### config.mk
export PLATFORM = sky130hd
export DESIGN_NAME = rw_read_sched_flat
export DESIGN_NICKNAME = d
export VERILOG_FILES = /design/src/rtl/rw_read_sched_if.sv /design/src/rtl/rw_read_sched.sv /design/src/flat_wrapper.sv
export SDC_FILE = /design/constraint.sdc
export NUM_CORES = 1
export LEC_CHECK = 0
export CAP_MARGIN = 10
export CORE_MARGIN = 2
export CORE_UTILIZATION = 33
export DETAILED_ROUTE_END_ITERATION = 7
export PLACE_DENSITY = 0.82
export SYNTH_ARGS = -nofsm -noshare
export SYNTH_HDL_FRONTEND = slang
export SYNTH_SLANG_ARGS = --single-unit
### constraint.sdc
create_clock -name clk -period 3.6 [get_ports clk]
set_clock_uncertainty 0.2 [all_clocks]
set_input_delay 0.9 -clock clk [delete_from_list [all_inputs] [get_ports clk]]
set_output_delay 0.9 -clock clk [all_outputs]
set_load 0.01 [all_outputs]
### src/rtl/rw_read_sched_if.sv
// ---------------------------------------------------------------------------
// rw_read_sched_if
//
// Purpose: bundles every handshake and status signal of the read-RW thread
// scheduler so the scheduler and its surroundings share one definition.
//
// Signal groups:
//   requester side : req_valid, req_ready, req_task, req_cq_slot
//   task output    : task_out_valid, task_out_ready, task_out, cq_slot_out,
//                    thread_id_out
//   thread return  : free_valid, free_thread
//   status         : n_free, busy
//
// Modports:
//   slave  - the scheduler itself (drives req_ready, the task output and
//            the status signals).
//   master - the environment around it (requesters, the downstream read-RW
//            stage and the thread retire path).
// ---------------------------------------------------------------------------
interface rw_read_sched_if #(
  parameter int N_REQ  = 4,
  parameter int N_TH   = 8,
  parameter int TASK_W = 32,
  parameter int SLOT_W = 4
);
  localparam int TH_W  = $clog2(N_TH);
  localparam int CNT_W = TH_W + 1;

  // requester side
  logic [N_REQ-1:0]             req_valid;
  logic [N_REQ-1:0]             req_ready;
  logic [N_REQ-1:0][TASK_W-1:0] req_task;
  logic [N_REQ-1:0][SLOT_W-1:0] req_cq_slot;

  // registered task output
  logic                         task_out_valid;
  logic                         task_out_ready;
  logic [TASK_W-1:0]            task_out;
  logic [SLOT_W-1:0]            cq_slot_out;
  logic [TH_W-1:0]              thread_id_out;

  // thread return
  logic                         free_valid;
  logic [TH_W-1:0]              free_thread;

  // status
  logic [CNT_W-1:0]             n_free;
  logic                         busy;

  modport slave (
    input  req_valid, req_task, req_cq_slot, task_out_ready,
           free_valid, free_thread,
    output req_ready, task_out_valid, task_out, cq_slot_out, thread_id_out,
           n_free, busy
  );

  modport master (
    output req_valid, req_task, req_cq_slot, task_out_ready,
           free_valid, free_thread,
    input  req_ready, task_out_valid, task_out, cq_slot_out, thread_id_out,
           n_free, busy
  );
endinterface

### src/rtl/rw_read_sched.sv
// ---------------------------------------------------------------------------
// rw_read_sched
//
// Purpose: thread-allocating arbiter in front of the read-RW stage. Each
// cycle it picks at most one requester round-robin, binds its task to the
// lowest-numbered free read-thread ID and presents {task, CQ slot, thread}
// on a registered valid/ready output. Threads come back to the pool through
// the free port when the downstream stage retires them.
//
// Ports:
//   clk   - clock, all state on the rising edge
//   rstn  - synchronous active-low reset
//   bus   - rw_read_sched_if.slave: requester handshake, task output,
//           thread free port, n_free / busy status
//
// Parameters:
//   N_REQ         - number of requesters (>= 2)
//   N_TH          - thread pool size (>= 2)
//   TASK_W        - task descriptor width
//   SLOT_W        - CQ slot width
//   REPORT_ERRORS - 1 enables simulation messages on illegal frees
// ---------------------------------------------------------------------------
module rw_read_sched #(
  parameter int N_REQ         = 4,
  parameter int N_TH          = 8,
  parameter int TASK_W        = 32,
  parameter int SLOT_W        = 4,
  parameter bit REPORT_ERRORS = 1'b1
) (
  input  logic           clk,
  input  logic           rstn,
  rw_read_sched_if.slave bus
);
  localparam int TH_W  = $clog2(N_TH);
  localparam int RR_W  = $clog2(N_REQ);
  localparam int CNT_W = TH_W + 1;

  localparam logic [RR_W:0]    N_REQ_W  = (RR_W+1)'(N_REQ);
  localparam logic [CNT_W-1:0] N_TH_CNT = CNT_W'(N_TH);

  // -------------------------------------------------------------------------
  // State
  // -------------------------------------------------------------------------
  logic [N_TH-1:0]   fmap_reg,       fmap_next;
  logic [RR_W-1:0]   rr_reg,         rr_next;
  logic [CNT_W-1:0]  n_free_reg,     n_free_next;
  logic              out_valid_reg,  out_valid_next;
  logic [TASK_W-1:0] out_task_reg,   out_task_next;
  logic [SLOT_W-1:0] out_slot_reg,   out_slot_next;
  logic [TH_W-1:0]   out_thread_reg, out_thread_next;

  // -------------------------------------------------------------------------
  // Round-robin winner search
  // -------------------------------------------------------------------------
  logic            any_req;
  logic [RR_W-1:0] win;
  logic [RR_W:0]   idx_wide;

  // Offsets are scanned from the far end back toward rr so that the
  // nearest asserted requester (smallest offset from rr) is written last.
  always_comb begin
    any_req  = 1'b0;
    win      = '0;
    idx_wide = '0;
    for (int i = N_REQ - 1; i >= 0; i--) begin
      idx_wide = {1'b0, rr_reg} + (RR_W+1)'(i);
      if (idx_wide >= N_REQ_W) begin
        idx_wide = idx_wide - N_REQ_W;
      end
      if (bus.req_valid[idx_wide[RR_W-1:0]]) begin
        any_req = 1'b1;
        win     = idx_wide[RR_W-1:0];
      end
    end
  end

  // -------------------------------------------------------------------------
  // Thread allocation: lowest-index free thread in the registered bitmap
  // -------------------------------------------------------------------------
  logic [TH_W-1:0] alloc_id;

  always_comb begin
    alloc_id = '0;
    for (int i = N_TH - 1; i >= 0; i--) begin
      if (fmap_reg[i]) begin
        alloc_id = TH_W'(i);
      end
    end
  end

  // -------------------------------------------------------------------------
  // Grant decision
  // -------------------------------------------------------------------------
  logic out_slot_free;
  logic load_ok;
  logic grant;

  // The output register can take a new task when it is empty or being
  // drained this cycle; a task is only accepted if a thread is available.
  // rstn gates the grant so req_ready stays low while reset is held.
  assign out_slot_free = !out_valid_reg || bus.task_out_ready;
  assign load_ok       = out_slot_free && (fmap_reg != '0);
  assign grant         = rstn && load_ok && any_req;

  for (genvar gi = 0; gi < N_REQ; gi++) begin : g_ready
    assign bus.req_ready[gi] = grant && (win == RR_W'(gi));
  end

  // -------------------------------------------------------------------------
  // Free port validation
  // -------------------------------------------------------------------------
  // free_match is one-hot on a legal ID and all-zero for an ID beyond the
  // pool, which doubles as the range check.
  logic [N_TH-1:0] free_match;
  logic            free_in_range;
  logic            free_already;
  logic            free_ok;
  logic            free_err;

  for (genvar gi = 0; gi < N_TH; gi++) begin : g_free_match
    assign free_match[gi] = (bus.free_thread == TH_W'(gi));
  end

  assign free_in_range = |free_match;
  assign free_already  = |(free_match & fmap_reg);
  assign free_ok       = bus.free_valid && free_in_range && !free_already;
  assign free_err      = bus.free_valid && !(free_in_range && !free_already);

  // -------------------------------------------------------------------------
  // Next-state: bitmap, pointer, counter
  // -------------------------------------------------------------------------
  // A freed thread is never the one being allocated (it is not free in the
  // registered bitmap), so clear and set never collide on the same bit.
  for (genvar gi = 0; gi < N_TH; gi++) begin : g_fmap_next
    assign fmap_next[gi] = (fmap_reg[gi] && !(grant && (alloc_id == TH_W'(gi))))
                         || (free_ok && free_match[gi]);
  end

  always_comb begin
    rr_next = rr_reg;
    if (grant) begin
      rr_next = (win == RR_W'(N_REQ - 1)) ? '0 : win + 1'b1;
    end
  end

  always_comb begin
    n_free_next = n_free_reg;
    case ({grant, free_ok})
      2'b10:   n_free_next = n_free_reg - 1'b1;
      2'b01:   n_free_next = n_free_reg + 1'b1;
      default: n_free_next = n_free_reg;
    endcase
  end

  // -------------------------------------------------------------------------
  // Next-state: output register
  // -------------------------------------------------------------------------
  // A grant reloads the register, which also covers drain-and-refill on the
  // same edge. Without a grant a drained entry just goes invalid; the data
  // fields keep their last value.
  always_comb begin
    out_valid_next  = out_valid_reg;
    out_task_next   = out_task_reg;
    out_slot_next   = out_slot_reg;
    out_thread_next = out_thread_reg;
    if (grant) begin
      out_valid_next  = 1'b1;
      out_task_next   = bus.req_task[win];
      out_slot_next   = bus.req_cq_slot[win];
      out_thread_next = alloc_id;
    end else if (out_valid_reg && bus.task_out_ready) begin
      out_valid_next  = 1'b0;
    end
  end

  // -------------------------------------------------------------------------
  // Registers
  // -------------------------------------------------------------------------
  always_ff @(posedge clk) begin
    if (!rstn) begin
      fmap_reg       <= '1;
      rr_reg         <= '0;
      n_free_reg     <= N_TH_CNT;
      out_valid_reg  <= 1'b0;
      out_task_reg   <= '0;
      out_slot_reg   <= '0;
      out_thread_reg <= '0;
    end else begin
      fmap_reg       <= fmap_next;
      rr_reg         <= rr_next;
      n_free_reg     <= n_free_next;
      out_valid_reg  <= out_valid_next;
      out_task_reg   <= out_task_next;
      out_slot_reg   <= out_slot_next;
      out_thread_reg <= out_thread_next;
    end
  end

  // Illegal frees are dropped by the logic above; this only reports them.
  always_ff @(posedge clk) begin
    if (REPORT_ERRORS && rstn) begin
      assert (!free_err)
        else $error("rw_read_sched: illegal free of thread %0d", bus.free_thread);
    end
  end

  // -------------------------------------------------------------------------
  // Outputs
  // -------------------------------------------------------------------------
  assign bus.task_out_valid = out_valid_reg;
  assign bus.task_out       = out_task_reg;
  assign bus.cq_slot_out    = out_slot_reg;
  assign bus.thread_id_out  = out_thread_reg;
  assign bus.n_free         = n_free_reg;
  assign bus.busy           = out_valid_reg || (n_free_reg != N_TH_CNT);

endmodule

### src/flat_wrapper.sv
// flat-port wrapper written by rule: the top's interface ports become plain ports
module rw_read_sched_flat 
#(
  parameter int N_REQ         = 4,
  parameter int N_TH          = 8,
  parameter int TASK_W        = 32,
  parameter int SLOT_W        = 4,
  parameter bit REPORT_ERRORS = 1'b1
)
  (clk, rstn, bus_req_valid, bus_req_task, bus_req_cq_slot, bus_task_out_ready, bus_free_valid, bus_free_thread, bus_req_ready, bus_task_out_valid, bus_task_out, bus_cq_slot_out, bus_thread_id_out, bus_n_free, bus_busy);
  rw_read_sched_if #(.N_REQ(N_REQ), .N_TH(N_TH), .TASK_W(TASK_W), .SLOT_W(SLOT_W)) bus_i ();
  input  logic clk;
  input  logic rstn;
  input wire logic [$bits(bus_i.req_valid)-1:0] bus_req_valid;
  input wire logic [$bits(bus_i.req_task)-1:0] bus_req_task;
  input wire logic [$bits(bus_i.req_cq_slot)-1:0] bus_req_cq_slot;
  input wire logic [$bits(bus_i.task_out_ready)-1:0] bus_task_out_ready;
  input wire logic [$bits(bus_i.free_valid)-1:0] bus_free_valid;
  input wire logic [$bits(bus_i.free_thread)-1:0] bus_free_thread;
  output wire logic [$bits(bus_i.req_ready)-1:0] bus_req_ready;
  output wire logic [$bits(bus_i.task_out_valid)-1:0] bus_task_out_valid;
  output wire logic [$bits(bus_i.task_out)-1:0] bus_task_out;
  output wire logic [$bits(bus_i.cq_slot_out)-1:0] bus_cq_slot_out;
  output wire logic [$bits(bus_i.thread_id_out)-1:0] bus_thread_id_out;
  output wire logic [$bits(bus_i.n_free)-1:0] bus_n_free;
  output wire logic [$bits(bus_i.busy)-1:0] bus_busy;
  assign bus_i.req_valid = bus_req_valid;
  assign bus_i.req_task = bus_req_task;
  assign bus_i.req_cq_slot = bus_req_cq_slot;
  assign bus_i.task_out_ready = bus_task_out_ready;
  assign bus_i.free_valid = bus_free_valid;
  assign bus_i.free_thread = bus_free_thread;
  assign bus_req_ready = bus_i.req_ready;
  assign bus_task_out_valid = bus_i.task_out_valid;
  assign bus_task_out = bus_i.task_out;
  assign bus_cq_slot_out = bus_i.cq_slot_out;
  assign bus_thread_id_out = bus_i.thread_id_out;
  assign bus_n_free = bus_i.n_free;
  assign bus_busy = bus_i.busy;
  rw_read_sched #(.N_REQ(N_REQ), .N_TH(N_TH), .TASK_W(TASK_W), .SLOT_W(SLOT_W), .REPORT_ERRORS(REPORT_ERRORS)) u_core (.clk(clk), .rstn(rstn), .bus(bus_i));
endmodule
==> out/summary.json, run 1 <==
{
  "first_pass_detailed_route_iteration_total": {"value": 4},
  "synth-edff-count": {"value": 0},
  "grt_pass1_vias": {"value": 3599},
  "clk-insertion-delay-late": {"value": 0.30, "unit": "ns"},
  "io_pins": {"value": 204},
  "area.sequential": {"value": 1080, "unit": "um2"},
  "critPathArrivalTime": {"value": 2.43, "unit": "ns"},
  "placeableCoreArea": {"value": 9240, "unit": "um2"},
  "rsz0062_at_grt": {"value": "no"},
  "postSynthCellCount": {"value": 340},
  "cts-root-to-sink-buffers": {"value": 2},
  "yosys_register_bits": {"value": 54},
  "detail-route-antenna-nets": {"value": 0},
  "synth_top_flop_cell": {"value": "sky130_fd_sc_hd__dfxtp_1"},
  "fmaxAchievable": {"value": 284, "unit": "MHz"},
  "timing.hold.ws": {"value": 0.266, "unit": "ns"},
  "whs_path_depth": {"value": 2},
  "outcome": {"value": "completed"},
  "criticalPathCategory": {"value": "input pin to output pin"},
  "detail_route.drc_violations": {"value": 0},
  "floorplan.die_area": {"value": 10400, "unit": "um2"},
  "design.final.nets": {"value": 719},
  "internal_power": {"value": 1.64, "unit": "mW"},
  "r2r_slack": {"value": 0.55, "unit": "ns"},
  "r2r.worst_path.cells": {"value": 13},
  "cts-buffers-inserted": {"value": 5},
  "start_kind": {"value": "input pin"},
  "min-delay-start": {"value": "u_core.bus.thread_id_out[0]$_SDFFE_PN0P_"},
  "share_clk_of_total_power": {"value": 21.0, "unit": "%"},
  "grt_max_degree": {"value": 47},
  "die-width": {"value": 102, "unit": "um"},
  "layout.filler_cells": {"value": 798},
  "ys_async_sr_fraction": {"value": 0, "unit": "%"},
  "worst-path-max-fanout": {"value": 4},
  "final_number_of_max_transition_violations": {"value": 0},
  "drive_above_1_share": {"value": 10.1, "unit": "%"},
  "dp_worst_setup_slack": {"value": -0.697, "unit": "ns"},
  "place.detailed.instances": {"value": 675},
  "grtUsageTotal": {"value": 21.2, "unit": "%"},
  "mappedNetlistArea": {"value": 3160, "unit": "um2"},
  "clkTransAtPathRegs": {"value": 0.10, "unit": "ns"},
  "netlist.area_leader.share": {"value": 34.3, "unit": "%"},
  "finalCriticalPeriod": {"value": 3.53, "unit": "ns"},
  "avgSynthCellArea": {"value": 9.28, "unit": "um2"},
  "finalCritPeriodShare": {"value": 97.9, "unit": "%"},
  "worst_hold_path.endpoint": {"value": "u_core.bus.thread_id_out[0]$_SDFFE_PN0P_"},
  "h-tree-depth": {"value": 2},
  "num_rows": {"value": 35},
  "design_power_total": {"value": 2.40, "unit": "mW"},
  "postLayoutSetupSlackWorst": {"value": 0.0742, "unit": "ns"},
  "postSynthNetCount": {"value": 503},
  "timing.final.setup_violations": {"value": 0},
  "synth_sequential_area_ratio": {"value": 34.3, "unit": "%"},
  "worst_ep_required_time": {"value": 2.50, "unit": "ns"},
  "tritoncts_clock_tree": {"value": "yes"},
  "hold_buffers": {"value": 0},
  "diodes": {"value": 0},
  "cap_viol_max_count": {"value": 0},
  "multi_input_combinational_cell_area": {"value": 2000, "unit": "um2"},
  "grt_antenna_before_repair": {"value": 0},
  "timing.final.hold_violations": {"value": 0},
  "dp_hpwl": {"value": 9.08, "unit": "mm"},
  "synth.area.top_cells": {"value": "sky130_fd_sc_hd__dfxtp_1 (34%), sky130_fd_sc_hd__mux2i_1 (25%), sky130_fd_sc_hd__o221ai_1 (10%)"},
  "tightest_slew": {"value": 0.789, "unit": "ns"},
  "drt_wl_total": {"value": 11.5, "unit": "mm"},
  "tritoncts_num_sinks": {"value": 54},
  "synth_cell_types": {"value": 49},
  "detailroute.via_count": {"value": 3488},
  "power.leakage": {"value": 2.26, "unit": "nW"},
  "wl_per_cell": {"value": 16.7, "unit": "um"},
  "numPortBuffers": {"value": 203},
  "floorplan.initialDensity": {"value": 34.2, "unit": "%"},
  "peakVddDrop": {"value": 0.000232, "unit": "V"},
  "worst_r2r_endpoint": {"value": "u_core.bus.n_free[3]$_SDFFE_PN1P_"},
  "netSwitchingPower": {"value": 0.759, "unit": "mW"},
  "final_common_cell": {"value": "sky130_fd_sc_hd__clkdlybuf4s50_1"},
  "powerDensity": {"value": 425, "unit": "nW/um2"},
  "yosysWarnings": {"value": 0},
  "grt_overflow": {"value": 0},
  "floorplan.die.height": {"value": 102, "unit": "um"},
  "endpoint_kind": {"value": "output pin"},
  "area_delta_synth_final": {"value": 79.2, "unit": "%"},
  "combinational_power_share": {"value": 45.4, "unit": "%"},
  "worst_r2r_startpoint": {"value": "u_core.fmap_reg[7]$_SDFF_PN1_"},
  "hold_path.class": {"value": "flop to flop"},
  "fin_cells": {"value": 686},
  "relSlewSlack": {"value": 47.4, "unit": "%"},
  "initial_drc_count": {"value": 96},
  "gpl.final_weighted_congestion": {"value": 0.911},
  "detail_route.vias_per_cell": {"value": 5.08},
  "most-common-layout-cells": {"value": "sky130_fd_sc_hd__clkdlybuf4s50_1 (192), sky130_fd_sc_hd__mux2i_1 (78), sky130_fd_sc_hd__dfxtp_1 (54)"},
  "largest_register_ff_count": {"value": 32},
  "root_buffer_cell": {"value": "sky130_fd_sc_hd__clkbuf_8"},
  "p_seq_share": {"value": 33.6, "unit": "%"},
  "switching_share": {"value": 31.6, "unit": "%"},
  "grt_pass1_wl": {"value": 17.3, "unit": "mm"},
  "synth_top_area_cell": {"value": "sky130_fd_sc_hd__dfxtp_1"}
}
==> Yosys cell counts (4+ instances only) <==
cell type                  count
sky130_fd_sc_hd__a21oi_1       7
sky130_fd_sc_hd__and2_1        4
sky130_fd_sc_hd__buf_2        14
sky130_fd_sc_hd__clkbuf_1      7
sky130_fd_sc_hd__dfxtp_1      54
sky130_fd_sc_hd__ha_1          7
sky130_fd_sc_hd__inv_1         5
sky130_fd_sc_hd__mux2i_1      78
sky130_fd_sc_hd__nand2_1      49
sky130_fd_sc_hd__nand2b_1      4
sky130_fd_sc_hd__nand3_1       7
sky130_fd_sc_hd__nor2_1       12
sky130_fd_sc_hd__nor4_1        5
sky130_fd_sc_hd__o21ai_0       7
sky130_fd_sc_hd__o221ai_1     36
==> routing by layer <==
metal	global-route usage [%]	vias to the layer above	share of wire [%]
li1	-	1703	-
met1	24.3	1634	38
met2	38.9	130	52
met3	4.69	21	7.1
met4	6.96	0	2.4
met5	0	-	0
==> layout make-up <==
cell class	instances	share of cell area, %
Clock buffer	6	1.46
Clock inverter	2	1.06
Inverter	7	0.465
Multi-Input combinational cell	256	35.4
Sequential cell	54	19.1
Tap cell	129	2.85
Timing Repair Buffer	232	39.6
==> power by group through the flow <==
stage	Combinational, mW	Sequential [mW]	Clock, mW
2_1_floorplan	0.473	0.854	0
3_3_place_gp	1.05	0.810	0
3_5_place_dp	1.08	0.819	0
4_1_cts	1.09	0.806	0.514
5_1_grt	1.17	0.821	0.534
6_report	1.09	0.807	0.504
==> logic make-up (layout without fill, tap and decap cells) <==
kind of cell / Yosys count / count (layout) / synth area share, %
xor gates and xnor gates: 3 / 3 / 0.833
AOI/OAI and AO/OA: 66 / 66 / 16.7
DFF: 54 / 54 / 34.3
buffers and inverters: 30 / 247 / 4.24
and+or+nand+nor: 101 / 101 / 15.8
muxes: 78 / 78 / 24.7
adders and majority gates: 8 / 8 / 3.41
==> critical path, cell delays in order <==
cell and delay (ns):
sky130_fd_sc_hd__dlygate4sd2_1 0.29, sky130_fd_sc_hd__nand2b_1 0.12, sky130_fd_sc_hd__a21oi_2 0.08, sky130_fd_sc_hd__nor3_4 0.29, sky130_fd_sc_hd__inv_1 0.11, sky130_fd_sc_hd__ha_1 0.21, sky130_fd_sc_hd__and2_1 0.13, sky130_fd_sc_hd__dlygate4sd2_1 0.28
==> what timing repair did <==
item                       CTS  global route
setup buffers                3             0
pin swaps                    3             1
gates resized for setup     16            10
setup endpoints to repair    7             3
==> how the worst max path moves through the flow <==
stage                       startpoint                                end  slack [ns]  cells after the start
floorplan           bus_free_thread[0]  u_core.bus.n_free[3]$_SDFFE_PN1P_        0.15                     12
global placement    bus_free_thread[0]  u_core.bus.n_free[3]$_SDFFE_PN1P_       -0.56                     13
detailed placement  bus_free_thread[0]  u_core.bus.n_free[3]$_SDFFE_PN1P_       -0.70                     13
CTS                 bus_free_thread[2]  u_core.bus.n_free[3]$_SDFFE_PN1P_        0.01                     13
global route          bus_req_valid[0]                   bus_req_ready[3]       0.007                      9
finish                bus_req_valid[2]                   bus_req_ready[2]        0.07                      8
==> stage by stage <==
stage               instance area, um2  TNS (ns)  utilization [%]
floorplan                         3160         0                -
global placement                  5440     -2.67             58.9
detailed placement                5440     -3.27             58.9
CTS                               5620         0             60.9
global route                      5660         0             61.2
finish                            5660         0             61.2
Power figures use the tool's default switching activity.
==> run 2, diff against run 1 <==
--- a/config.mk
+++ b/config.mk
@@ -5,11 +5,13 @@
 export SDC_FILE = /design/constraint.sdc
 export NUM_CORES = 1
 export LEC_CHECK = 0
+export ABC_AREA = 1
 export CAP_MARGIN = 10
 export CORE_MARGIN = 2
-export CORE_UTILIZATION = 33
+export CORE_UTILIZATION = 36
+export CTS_BUF_LIST = sky130_fd_sc_hd__clkbuf_8 sky130_fd_sc_hd__clkbuf_16
 export DETAILED_ROUTE_END_ITERATION = 7
-export PLACE_DENSITY = 0.82
+export PLACE_DENSITY = 0.84
 export SYNTH_ARGS = -nofsm -noshare
 export SYNTH_HDL_FRONTEND = slang
 export SYNTH_SLANG_ARGS = --single-unit
==> run 2 against run 1 <==
Effect of this change: setup slack better by 0.043 ns; register-to-register slack worse by 0.17 ns; count of clock-buffer cells in the layout unchanged; sequential cell count unchanged; critical path type unchanged; global-route usage up 3.7 points; design area up 7.1%; worst hold slack better by 0.0066 ns; highest routed layer unchanged; utilization up 0.21 points; power up 90%; critical path depth up 6; via count up 40%.
==> out/summary.json, run 2 <==
{
  "design.final.nets": {"value": 959},
  "finalCriticalPeriod": {"value": 3.48, "unit": "ns"},
  "switching_share": {"value": 49.6, "unit": "%"},
  "timing.final.setup_violations": {"value": 0},
  "finish.utilization": {"value": 61.4, "unit": "%"},
  "tritoncts_num_sinks": {"value": 54},
  "die-width": {"value": 105, "unit": "um"},
  "start_kind": {"value": "input pin"},
  "synth-edff-count": {"value": 0},
  "synth_top_area_cell": {"value": "sky130_fd_sc_hd__nand3_1"},
  "fmaxAchievable": {"value": 287, "unit": "MHz"},
  "post_dp_cell_area": {"value": 5860, "unit": "um2"},
  "synth_sequential_area_ratio": {"value": 29.3, "unit": "%"},
  "drt_wl_total": {"value": 14.1, "unit": "mm"},
  "fin_cells": {"value": 931},
  "synthTopCellsByCount": {"value": "sky130_fd_sc_hd__nand3_1 (233), sky130_fd_sc_hd__nand2_1 (162), sky130_fd_sc_hd__dfxtp_1 (54)"},
  "hold_path.class": {"value": "flop to flop"},
  "internal_power": {"value": 2.30, "unit": "mW"},
  "crit_path_top_delay_cell": {"value": "sky130_fd_sc_hd__dlygate4sd2_1"},
  "synth.area.top_cells": {"value": "sky130_fd_sc_hd__nand3_1 (32%), sky130_fd_sc_hd__dfxtp_1 (29%), sky130_fd_sc_hd__nand2_1 (16%)"},
  "power.leakage": {"value": 2.70, "unit": "nW"},
  "critPathArrivalTime": {"value": 2.38, "unit": "ns"},
  "cts-buffers-inserted": {"value": 5},
  "detailroute.via_count": {"value": 4882},
  "final_instance_area": {"value": 6060, "unit": "um2"},
  "cap_viol_max_count": {"value": 0},
  "yosysWarnings": {"value": 0},
  "area_delta_synth_final": {"value": 64.2, "unit": "%"},
  "cts-root-to-sink-buffers": {"value": 2},
  "grt_pass1_vias": {"value": 4873},
  "floorplan.initialDensity": {"value": 37.4, "unit": "%"},
  "first_pass_detailed_route_iteration_total": {"value": 6},
  "tritoncts_clock_tree": {"value": "yes"},
  "postSynthCellCount": {"value": 602},
  "worst_path_most_repeated_cell": {"value": "sky130_fd_sc_hd__nand2_2"},
  "clk-insertion-delay-late": {"value": 0.31, "unit": "ns"},
  "relSlewSlack": {"value": 49.4, "unit": "%"},
  "wl_per_cell": {"value": 15.1, "unit": "um"},
  "detail-route-antenna-nets": {"value": 0},
  "finalCritPeriodShare": {"value": 96.7, "unit": "%"},
  "initial_drc_count": {"value": 256},
  "drive_above_1_share": {"value": 9.41, "unit": "%"},
  "multi_input_combinational_cell_area": {"value": 2350, "unit": "um2"},
  "design_power_total": {"value": 4.57, "unit": "mW"},
  "final_common_cell": {"value": "sky130_fd_sc_hd__nand3_1"},
  "worst_ep_required_time": {"value": 2.50, "unit": "ns"},
  "grt_pass1_wl": {"value": 22.7, "unit": "mm"},
  "netlist.area_leader.share": {"value": 31.6, "unit": "%"},
  "tightest_slew": {"value": 0.759, "unit": "ns"},
  "post-synth-top-count-cell": {"value": "sky130_fd_sc_hd__nand3_1"},
  "criticalPathCategory": {"value": "input pin to output pin"},
  "grtUsageTotal": {"value": 25.0, "unit": "%"},
  "grt_max_degree": {"value": 73},
  "grt_antenna_before_repair": {"value": 1},
  "netSwitchingPower": {"value": 2.27, "unit": "mW"},
  "synth_cell_types": {"value": 28},
  "postSynthNetCount": {"value": 765},
  "floorplan.die.height": {"value": 105, "unit": "um"},
  "crit_chain": {"value": "dlygate4sd2_1 > nand2_1 > nand2_2 > nand2_2 > nand2_2 > nor2_4 > nor2_2 > nand2_4 > nand2_4 > inv_2 > ha_1 > inv_1 > nor2_1 > buf_2"},
  "detail_route.vias_per_cell": {"value": 5.24},
  "floorplan.die_area": {"value": 11100, "unit": "um2"},
  "clkTransAtPathRegs": {"value": 0.09, "unit": "ns"},
  "grt_overflow": {"value": 0},
  "most-common-layout-cells": {"value": "sky130_fd_sc_hd__nand3_1 (231), sky130_fd_sc_hd__clkdlybuf4s50_1 (192), sky130_fd_sc_hd__nand2_1 (149)"},
  "hold_buffers": {"value": 0},
  "largest_register_ff_count": {"value": 32},
  "share_clk_of_total_power": {"value": 7.7, "unit": "%"},
  "final_number_of_max_transition_violations": {"value": 0},
  "placeableCoreArea": {"value": 9860, "unit": "um2"},
  "h-tree-depth": {"value": 2},
  "dp_hpwl": {"value": 10.4, "unit": "mm"},
  "peakVddDrop": {"value": 0.000544, "unit": "V"},
  "layout.filler_cells": {"value": 887},
  "timing.critical_path.slowest_cell_delay": {"value": 0.23, "unit": "ns"},
  "io_pins": {"value": 204},
  "gpl.final_weighted_congestion": {"value": 0.908},
  "detail_route.drc_violations": {"value": 0},
  "outcome": {"value": "completed"},
  "ys_async_sr_fraction": {"value": 0, "unit": "%"},
  "synth_top_flop_cell": {"value": "sky130_fd_sc_hd__dfxtp_1"},
  "num_rows": {"value": 36},
  "yosys_register_bits": {"value": 54},
  "p_seq_share": {"value": 20.7, "unit": "%"},
  "root_buffer_cell": {"value": "sky130_fd_sc_hd__clkbuf_8"},
  "worst-path-max-fanout": {"value": 5},
  "numPortBuffers": {"value": 203},
  "endpoint_kind": {"value": "output pin"},
  "powerDensity": {"value": 755, "unit": "nW/um2"},
  "area.sequential": {"value": 1080, "unit": "um2"},
  "mappedNetlistArea": {"value": 3690, "unit": "um2"},
  "timing.final.hold_violations": {"value": 0},
  "avgSynthCellArea": {"value": 6.13, "unit": "um2"},
  "timing.setup.tns": {"value": 0, "unit": "ns"},
  "place.detailed.instances": {"value": 919},
  "combinational_power_share": {"value": 71.6, "unit": "%"}
}
## run 2: changes by cell type in the layout (fill, tap and decap cells not counted), moves of 9 or more
cell,before,now
sky130_fd_sc_hd__nand2_1,49,149
sky130_fd_sc_hd__nand2_2,2,11
sky130_fd_sc_hd__inv_1,5,27
sky130_fd_sc_hd__mux2i_1,78,0
sky130_fd_sc_hd__o21ai_0,6,17
sky130_fd_sc_hd__nand3_1,7,231
sky130_fd_sc_hd__o221ai_1,36,0
## run 2: cell families after synthesis
kind of cell	count (synthesis)	synth area share (%)
simple gates	428	52.5
buf+inv	79	10.2
flops	54	29.3
compound gates	30	4.41
fa+ha+maj	8	2.92
xor+xnor	3	0.712
## run 2: final timing paths
check	start	endpoint	slack, ns	depth (start not counted)
worst min-delay path	u_core.bus.thread_id_out[2]$_SDFFE_PN0P_	u_core.bus.thread_id_out[2]$_SDFFE_PN0P_	0.27	2
worst min register to register	u_core.bus.thread_id_out[2]$_SDFFE_PN0P_	u_core.bus.thread_id_out[2]$_SDFFE_PN0P_	0.27	2
worst max-delay path	bus_req_valid[0]	bus_req_ready[2]	0.12	14
worst max register to register	u_core.rr_reg[0]$_SDFFE_PN0P_	u_core.bus.n_free[3]$_SDFFE_PN1P_	0.38	17
## run 2: through the flow
stage	worst slack (ns)	hold WS [ns]
3_3_place_gp	-0.458	0.259
5_1_grt	-0.00798	0.288
4_1_cts	0.147	0.276
2_1_floorplan	0.330	0.278
3_5_place_dp	-0.530	0.258
6_report	0.117	0.273
## run 2: layout make-up
class,instances,share of cell area (%)
multi-input combinational,469,38.8
inverter,33,2.09
clock buffer,6,1.36
sequential,54,17.8
timing repair buffer,233,36.9
clock inverter,2,0.207
tap,133,2.75
antenna,1,0.0413
## run 2: critical path, delay by kind of cell
family	cells	cell delay (ns)
AND/OR/NAND/NOR	9	0.81
buffers and inverters	4	0.48
adder cells (fa/ha/maj)	1	0.19
## run 2: power by group through the flow
stage	logic, mW	registers, mW	clock network, mW
floorplan	2.01	1.01	0
global placement	3.04	0.944	0
detailed placement	3.14	0.954	0
CTS	3.25	0.946	0.366
global route	3.62	0.973	0.386
finish	3.27	0.946	0.354
## run 2: repair_timing
item	4_1_cts	5_1_grt
cloned	0	0
pin swaps	10	1
buffers inserted	3	0
hold endpoints to repair	0	0
endpoints found under the setup margin	4	3
gates resized for setup	40	8
## run 2: metal layers
metal	vias to the layer above	track usage [%]	wire length (um)
met5	-	0	0
met4	0	9.24	459
met3	36	6.12	1090
met2	207	45.9	6920
met1	2224	27.6	5600
li1	2415	-	-
==> run 3, diff against run 2 <==
--- a/config.mk
+++ b/config.mk
@@ -6,6 +6,7 @@
 export NUM_CORES = 1
 export LEC_CHECK = 0
 export ABC_AREA = 1
+export ABC_CLOCK_PERIOD_IN_PS = 3600
 export CAP_MARGIN = 10
 export CORE_MARGIN = 2
 export CORE_UTILIZATION = 36
==> results of run 3 <==
The final DEF is identical to that of run 2; final timing and power are the same.
